File: src/rtl/regfile_scoreboard.sv
// regfile_scoreboard: DEPTH x W register file with two combinational read
// ports, one synchronous write port, a per-entry pending (scoreboard) bit,
// and a bulk-clear engine that zeroes one entry per cycle.
// Optional macro REGFILE_BYPASS_EN: same-cycle write-to-read forwarding.
module regfile_scoreboard #(
    parameter int W  = 16,
    parameter int AW = 4
) (
    input  logic          clk,
    input  logic          reset_synchronous_n,
    input  logic          write_enable,
    input  logic [AW-1:0] inp_write_address0,
    input  logic [W-1:0]  inp_write_data,
    input  logic [AW-1:0] inp_read_address0,
    input  logic [AW-1:0] inp_read_address1,
    output logic [W-1:0]  out_read_data0,
    output logic [W-1:0]  out_read_data1,
    output logic          out_read_pending0,
    output logic          out_read_pending1,
    input  logic          reserve_enable,
    input  logic [AW-1:0] inp_reserve_address,
    input  logic          clear_start,
    output logic          out_clear_busy
);
    localparam int unsigned DEPTH = 2 ** AW;

    typedef enum logic {IDLE, CLEAR} state_t;

    state_t        state_q, state_d;
    logic [AW-1:0] clr_cnt_q, clr_cnt_d;
    logic [W-1:0]  mem [DEPTH];
    logic [DEPTH-1:0] pending;
    logic          wr_ok;
    logic          rsv_ok;

    // Write/reserve strobes only take effect while idle; in CLEAR they are dropped.
    assign wr_ok  = write_enable   && (state_q == IDLE);
    assign rsv_ok = reserve_enable && (state_q == IDLE);

    assign out_clear_busy = (state_q == CLEAR);

    // Clear FSM next state and sweep counter.
    always_comb begin
        state_d   = state_q;
        clr_cnt_d = clr_cnt_q;
        unique case (state_q)
            IDLE: begin
                if (clear_start) begin
                    state_d   = CLEAR;
                    clr_cnt_d = '0;
                end
            end
            CLEAR: begin
                // DEPTH-1 is all ones, so the last entry is reached when the counter saturates.
                if (clr_cnt_q == '1) begin
                    state_d   = IDLE;
                    clr_cnt_d = '0;
                end else begin
                    clr_cnt_d = clr_cnt_q + 1'b1;
                end
            end
            default: begin
                state_d   = IDLE;
                clr_cnt_d = '0;
            end
        endcase
    end

    // Clear FSM state register.
    always_ff @(posedge clk) begin
        if (!reset_synchronous_n) begin
            state_q   <= IDLE;
            clr_cnt_q <= '0;
        end else begin
            state_q   <= state_d;
            clr_cnt_q <= clr_cnt_d;
        end
    end

    // Storage and scoreboard bits: reset, clear sweep, or write/reserve.
    always_ff @(posedge clk) begin
        if (!reset_synchronous_n) begin
            for (int unsigned i = 0; i < DEPTH; i++) begin
                mem[i] <= '0;
            end
            pending <= '0;
        end else if (state_q == CLEAR) begin
            mem[clr_cnt_q]     <= '0;
            pending[clr_cnt_q] <= 1'b0;
        end else begin
            if (wr_ok) begin
                mem[inp_write_address0]     <= inp_write_data;
                pending[inp_write_address0] <= 1'b0;
            end
            // Placed after the write so a same-address reserve leaves pending set.
            if (rsv_ok) begin
                pending[inp_reserve_address] <= 1'b1;
            end
        end
    end

    // Combinational read ports, with optional same-cycle forwarding of the write.
    always_comb begin
        out_read_data0    = mem[inp_read_address0];
        out_read_data1    = mem[inp_read_address1];
        out_read_pending0 = pending[inp_read_address0];
        out_read_pending1 = pending[inp_read_address1];
`ifdef REGFILE_BYPASS_EN
        if (wr_ok && (inp_read_address0 == inp_write_address0)) begin
            out_read_data0    = inp_write_data;
            out_read_pending0 = rsv_ok && (inp_reserve_address == inp_write_address0);
        end
        if (wr_ok && (inp_read_address1 == inp_write_address0)) begin
            out_read_data1    = inp_write_data;
            out_read_pending1 = rsv_ok && (inp_reserve_address == inp_write_address0);
        end
`endif
    end

endmodule

File: config.mk
export PLATFORM = sky130hd
export DESIGN_NAME = regfile_scoreboard
export DESIGN_NICKNAME = d
export VERILOG_FILES = /design/src/rtl/regfile_scoreboard.sv
export SDC_FILE = /design/constraint.sdc
export NUM_CORES = 1
export LEC_CHECK = 0
export CAP_MARGIN = 20
export CORE_MARGIN = 2
export CORE_UTILIZATION = 32
export DETAILED_ROUTE_END_ITERATION = 7
export PLACE_DENSITY = 0.57
export SLEW_MARGIN = 20
export SYNTH_ARGS = -nofsm -noshare
export SYNTH_HDL_FRONTEND = slang
export SYNTH_SLANG_ARGS = --single-unit
File: constraint.sdc
create_clock -name clk -period 3.6 [get_ports clk]
set_input_delay 0.9 -clock clk [delete_from_list [all_inputs] [get_ports clk]]
set_output_delay 0.9 -clock clk [all_outputs]
set_load 0.05 [all_outputs]
==> out/results.ini, run 1 <==
[run_status]
violations = design-rule violations
status = finished with violations

[synthesis]
mappedNetlistNets = 1097
yosysTopAreaCellShare_pct = 50.69
async_reset_ff_share_pct = 0
seq_area_frac_synth_pct = 53.46
yosys.cell_types.count = 47
ys_ff_latch = 277
synth.cell_area_um2 = 15170
synthFlopType = edfxtp_1
ys_warn_count = 0
synthTopCellsByArea = edfxtp_1 51%, mux4_2 20%, nor3_2 5.9%, a22oi_1 3.4%, nor2_1 3.3%
avgSynthCellArea_um2 = 14.36
postSynthCellCount = 1056
synth_largest_area_cell = edfxtp_1
synth-edff-count = 256

[critical_path]
end_kind = output port
crit_arrival_ns = 2.51
crit_type = in2out
cp_max_fo = 22
crit_required_ns = 2.70
crit_path_start_kind = primary input

[clock_tree]
cts_tree = yes
insertion_delay_ns = 0.60
post_cts_buffers = 0
clockBufferDepth = 3
cts_buffers = 30
htree_levels = 1
root_buffer = clkbuf_16
cts.hold.buffers_added = 0
cts_resized = 0
clk_pin_slew_worst_paths_ns = 0.06
cts_sinks = 277

[placement]
gp_congestion = 0.8148
dp_hpwl_um = 30580
portBuffers = 71
dp_slack_ns = 0.1952

[floorplan]
die-area_um2 = 49150
core_um2 = 46650
die_h_um = 221.7
num_rows = 79
initial_core_util_pct = 32.51
ioPinCount = 72
die_x_um = 221.7

[power_and_ir_drop]
power.share.sequential_pct = 44.9
powerDensity_nw_per_um2 = 445.1
p_clk_share_pct = 38.6
power.switching_uw = 2203
max-vdd-ir-drop_uv = 335.7
intPower_uw = 6022
swShare_pct = 26.78
power_leakage_uw = 0.005966
combPwrFrac_pct = 16.5

[global_routing]
grt_pass1_wl_um = 70810
antenna_found_initial = 0
grt_pass1_vias = 10700
track_usage_pct = 19.58
overflow = 0
grt_start_max_net_pins = 73

[detailed_routing]
dr.pass1.iters = 8
routedWlPerCell_um = 27.15
antenna_left = 0
dr_total_vias = 10090
post-route-drc-count = 2
routed_wl_um = 48190
dr.first_iter.drc_count = 1015
routed_via_density = 5.682

[sta]
timing.fmax_mhz = 293.5
period_share_pct = 94.65
hold_ws_ns = 0.5037
fin_ws_ns = 0.1927
setup_viol = 0
fin_crit_ns = 3.407
worst_pin_slew_ns = 0.8577
final-hold-violation-count = 0
rsz0062_at_grt = false
clock_skew_ns = 0.02072
tns_ns = 0
drv_slew = 0
slew_headroom_pct = 42.82

[finish]
syn_to_final_growth_pct = 21.84
fillers = 4322
fin_nets = 1185
final_util_pct = 39.61
drive_gt1_share_pct = 38.18
num_antenna_cells = 0

[run]
cap_violations = 0

[min_path]
hold_path.class = reg2reg

## metal layers
metal	up-vias	track usage [%]	share of wire, %
met1	5215	25.15	39
li1	4360	-	-
met2	429	34.08	51
met3	82	2.968	7.1
met4	0	6.125	2.7
met5	-	0	0
## cells by family after synthesis
| group | count (synthesis) | synth area share [%] |
|---|---|---|
| buffers and inverters | 100 | 3.779 |
| AND/OR/NAND/NOR | 405 | 15.58 |
| adder cells (fa/ha/maj) | 4 | 0.3300 |
| flip-flops | 277 | 53.46 |
| AO/OA/AOI/OAI | 130 | 6.204 |
| multiplexers | 140 | 20.64 |
## cells in the mapped netlist (all sizes together), types with 2 or more instances
cell type,number
and2,4
buf,69
mux2i,2
or2,2
nor2b,8
clkbuf,27
o21ai,20
dfxtp,21
mux2,2
inv,4
nand2b,7
nor3,129
nand2,99
nor2,132
and4b,2
nand3b,4
o221ai,15
nand3,9
ha,4
a21oi,6
mux4,136
edfxtp,256
a21boi,17
a22oi,68
## path summary, 6_finish.rpt
kind                              from                 to  slack, ns  cells past startpoint
setup / recovery  inp_read_address1[0]  out_read_data1[5]       0.19                      7
setup reg to reg        out_clear_busy          mem[6][0]       1.25                      5
hold reg to reg             pending[6]         pending[6]       0.50                      2
hold / removal              pending[6]         pending[6]       0.50                      2
## area by class of cell
cell class | instances | area (um^2) | area share, %
repair buffers | 152 | 2002 | 10.83
inverters | 4 | 15.01 | 0.08126
clock inverters | 20 | 175.2 | 0.9480
clock buffers | 36 | 847.1 | 4.584
well taps | 607 | 759.5 | 4.110
flip-flops and latches | 277 | 8108 | 43.88
multi-input cells | 679 | 6571 | 35.56
## registers in the layout (all words and copies together) (netlist names)
register        cells
mem               256
pending            16
clr_cnt_q           4
out_clear_busy      1
## metrics by stage
stage / instance area (um^2) / instances / total power (uW)
after floorplan: 15170 / 1056 / 4497
after global placement: 17460 / 1719 / 5115
after detailed placement: 17460 / 1719 / 5129
after CTS: 18480 / 1775 / 8268
after global routing: 18480 / 1775 / 8456
final: 18480 / 1775 / 8225
## cell usage in the layout (no fill, tap or decap), types with 10 or more instances in the layout
cell	count
clkbuf_16	33
mux4_2	136
dfxtp_1	21
nand2_2	11
buf_4	54
a22oi_1	68
o21ai_2	16
nor2_1	130
clkinv_2	10
buf_12	63
o221ai_1	15
nand2_1	85
nor3_1	39
edfxtp_1	256
a21boi_0	16
nor3_2	90
clkdlybuf4s50_1	32
## worst max-delay path, stage by stage
cell	delay [ns]
buf_4	0.14
buf_12	0.23
buf_4	0.21
mux4_2	0.50
a22oi_1	0.21
nand2_1	0.13
buf_12	0.17
## power by group through the flow
stage | Sequential, uW | Combinational, uW | Clock (uW)
after floorplan | 3740 | 754 | 0
after global placement | 3750 | 1360 | 0
after detailed placement | 3760 | 1370 | 0
after CTS | 3690 | 1370 | 3210
after global routing | 3710 | 1420 | 3330
final | 3690 | 1360 | 3170
(Power assumes the default switching activity.)
==> inputs of run 2 (changes only) <==
--- a/config.mk
+++ b/config.mk
@@ -10,6 +10,7 @@
 export CORE_UTILIZATION = 32
 export DETAILED_ROUTE_END_ITERATION = 7
 export PLACE_DENSITY = 0.57
+export RECOVER_POWER = 25
 export SLEW_MARGIN = 20
 export SYNTH_ARGS = -nofsm -noshare
 export SYNTH_HDL_FRONTEND = slang
==> out/results.ini, run 2 (same netlist as run 1, synthesis figures left out) <==
[run_status]
status = finished with violations
violations = design-rule violations

[floorplan]
die_h_um = 221.7  ; unchanged
die_x_um = 221.7  ; unchanged
core_um2 = 46650  ; unchanged
initial_core_util_pct = 32.51  ; unchanged
num_rows = 79  ; unchanged
ioPinCount = 72  ; unchanged
die-area_um2 = 49150  ; unchanged

[placement]
dp_hpwl_um = 30580  ; unchanged
place_inst = 1719  ; unchanged
placed_area_um2 = 17460  ; unchanged
dp_slack_ns = 0.1952  ; unchanged
gp_congestion = 0.8148  ; unchanged
portBuffers = 71  ; unchanged

[critical_path]
crit_required_ns = 2.70  ; about the same
critical-path-top-delay-family = buffers and inverters
crit_type = in2out
cp_max_fo = 22  ; unchanged
slowest_stage = mux4_2
crit_path_start_kind = primary input
path_cells = buf_4, buf_12, buf_4, mux4_2, a22oi_1, nand2_1, buf_12
end_kind = output port
critPathBufInv = 4  ; unchanged
slowest_delay_ns = 0.50  ; about the same
crit_arrival_ns = 2.50  ; about the same

[detailed_routing]
dr_total_vias = 10120  ; +0.37%
post-route-drc-count = 2  ; unchanged
dr.first_iter.drc_count = 1030  ; +1.5%
antenna_left = 0  ; unchanged
routed_via_density = 5.703  ; +0.37%
routedWlPerCell_um = 27.15  ; about the same
routed_wl_um = 48190  ; about the same
dr.pass1.iters = 8  ; unchanged

[clock_tree]
cts.hold.buffers_added = 0  ; unchanged
post_cts_buffers = 0  ; unchanged
root_buffer = clkbuf_16
clockBufferDepth = 3  ; unchanged
insertion_delay_ns = 0.60  ; about the same
cts_tree = yes
cts_resized = 0  ; unchanged
cts_buffers = 30  ; unchanged
clk_pin_slew_worst_paths_ns = 0.07  ; about the same
htree_levels = 1  ; unchanged
cts_sinks = 277  ; unchanged

[sta]
timing.fmax_mhz = 293.9  ; +0.15%
fin_crit_ns = 3.402  ; -0.005141 ns
drv_slew = 0  ; unchanged
fin_ws_ns = 0.1978  ; +0.005141 ns
clock_skew_ns = 0.02239  ; +0.001670 ns
final-hold-violation-count = 0  ; unchanged
slew_headroom_pct = 31.38  ; -11 points
worst_pin_slew_ns = 1.001  ; +0.1430 ns
setup_viol = 0  ; unchanged
rsz0062_at_grt = false
tns_ns = 0  ; unchanged
period_share_pct = 94.51  ; -0.14 points

[finish]
drive_gt1_share_pct = 34.67  ; -3.5 points
fin_cells = 1775  ; unchanged
largest_reg_flops = 256  ; unchanged
num_antenna_cells = 0  ; unchanged
top_register = mem
syn_to_final_growth_pct = 20.11
reg_top3 = mem: 256 flops, pending: 16 flops, clr_cnt_q: 4 flops
design_area_um2 = 18220  ; -1.4%
fin_nets = 1185  ; unchanged
final_cell_mix = 256 x edfxtp_1, 136 x mux4_2, 130 x nor2_1, 86 x nand2_1, 69 x nor3_1
final_common_cell = edfxtp_1
final_util_pct = 39.04  ; -0.56 points

[global_routing]
grt_start_max_net_pins = 73  ; unchanged
overflow = 0  ; unchanged
grt_pass1_wl_um = 70810  ; unchanged
antenna_found_initial = 0  ; unchanged
track_usage_pct = 19.58  ; unchanged
grt_pass1_vias = 10700  ; unchanged

[power_and_ir_drop]
powerDensity_nw_per_um2 = 450.4  ; +1.2%
power_leakage_uw = 0.005904  ; -1.0%
max-vdd-ir-drop_uv = 337.9  ; +0.64%

[min_path]
hold_path.class = reg2reg

[run]
cap_violations = 0  ; unchanged

## run 2: cell types whose count changed in the layout (fill, tap and decap cells not counted), moves of 3 or more
cell | previous run | this run
nor3_2 | 90 | 60
buf_12 | 63 | 60
buf_4 | 54 | 46
clkbuf_1 | 2 | 5
nor3_1 | 39 | 69
clkbuf_2 | 0 | 7
## run 2: power breakdown
group | total [uW] | internal [uW] | switching [uW]
Sequential | 3690 | 3630 | 63.3
Combinational | 1340 | 559 | 780
Clock | 3170 | 1820 | 1350
Total | 8200 | 6010 | 2190
## run 2: worst register-to-register path, stage by stage (launching register included)
cell and delay (ns):
dfxtp_1 0.56, nand3b_1 0.36, mux2i_1 0.88, nand2_4 0.11
o21ai_0 0.40, buf_4 0.37
## run 2: final cells by class
| cell class | instances | area (um^2) |
|---|---|---|
| Clock inverter | 20 | 175.2 |
| Tap cell | 607 | 759.5 |
| Multi-Input combinational cell | 679 | 6376 |
| Sequential cell | 277 | 8108 |
| Inverter | 4 | 15.01 |
| Timing Repair Buffer | 152 | 1936 |
| Fill cell | 4365 | 28440 |
| Clock buffer | 36 | 847.1 |
## run 2: metrics by stage
| step | power [uW] | hold slack, ns |
|---|---|---|
| after floorplan | 4497 | 0.4517 |
| after global placement | 5115 | 0.4962 |
| after detailed placement | 5129 | 0.4983 |
| after CTS | 8268 | 0.5072 |
| after global routing | 8434 | 0.5409 |
| final | 8205 | 0.5031 |
## run 2: path summary, 6_finish.rpt
kind,from,to,slack (ns),depth (start not counted)
setup / recovery,inp_read_address1[0],out_read_data1[5],0.20,7
hold / removal,pending[6],pending[6],0.50,2
setup reg to reg,out_clear_busy,mem[11][3],0.59,5
hold reg to reg,pending[6],pending[6],0.50,2
## run 2: layer usage
layer / vias up / track usage [%] / wire [um]
met5: - / 0 / 0
met4: 0 / 6.125 / 1305
met3: 80 / 2.968 / 3401
met2: 423 / 34.08 / 24550
met1: 5260 / 25.15 / 18930
li1: 4360 / - / -
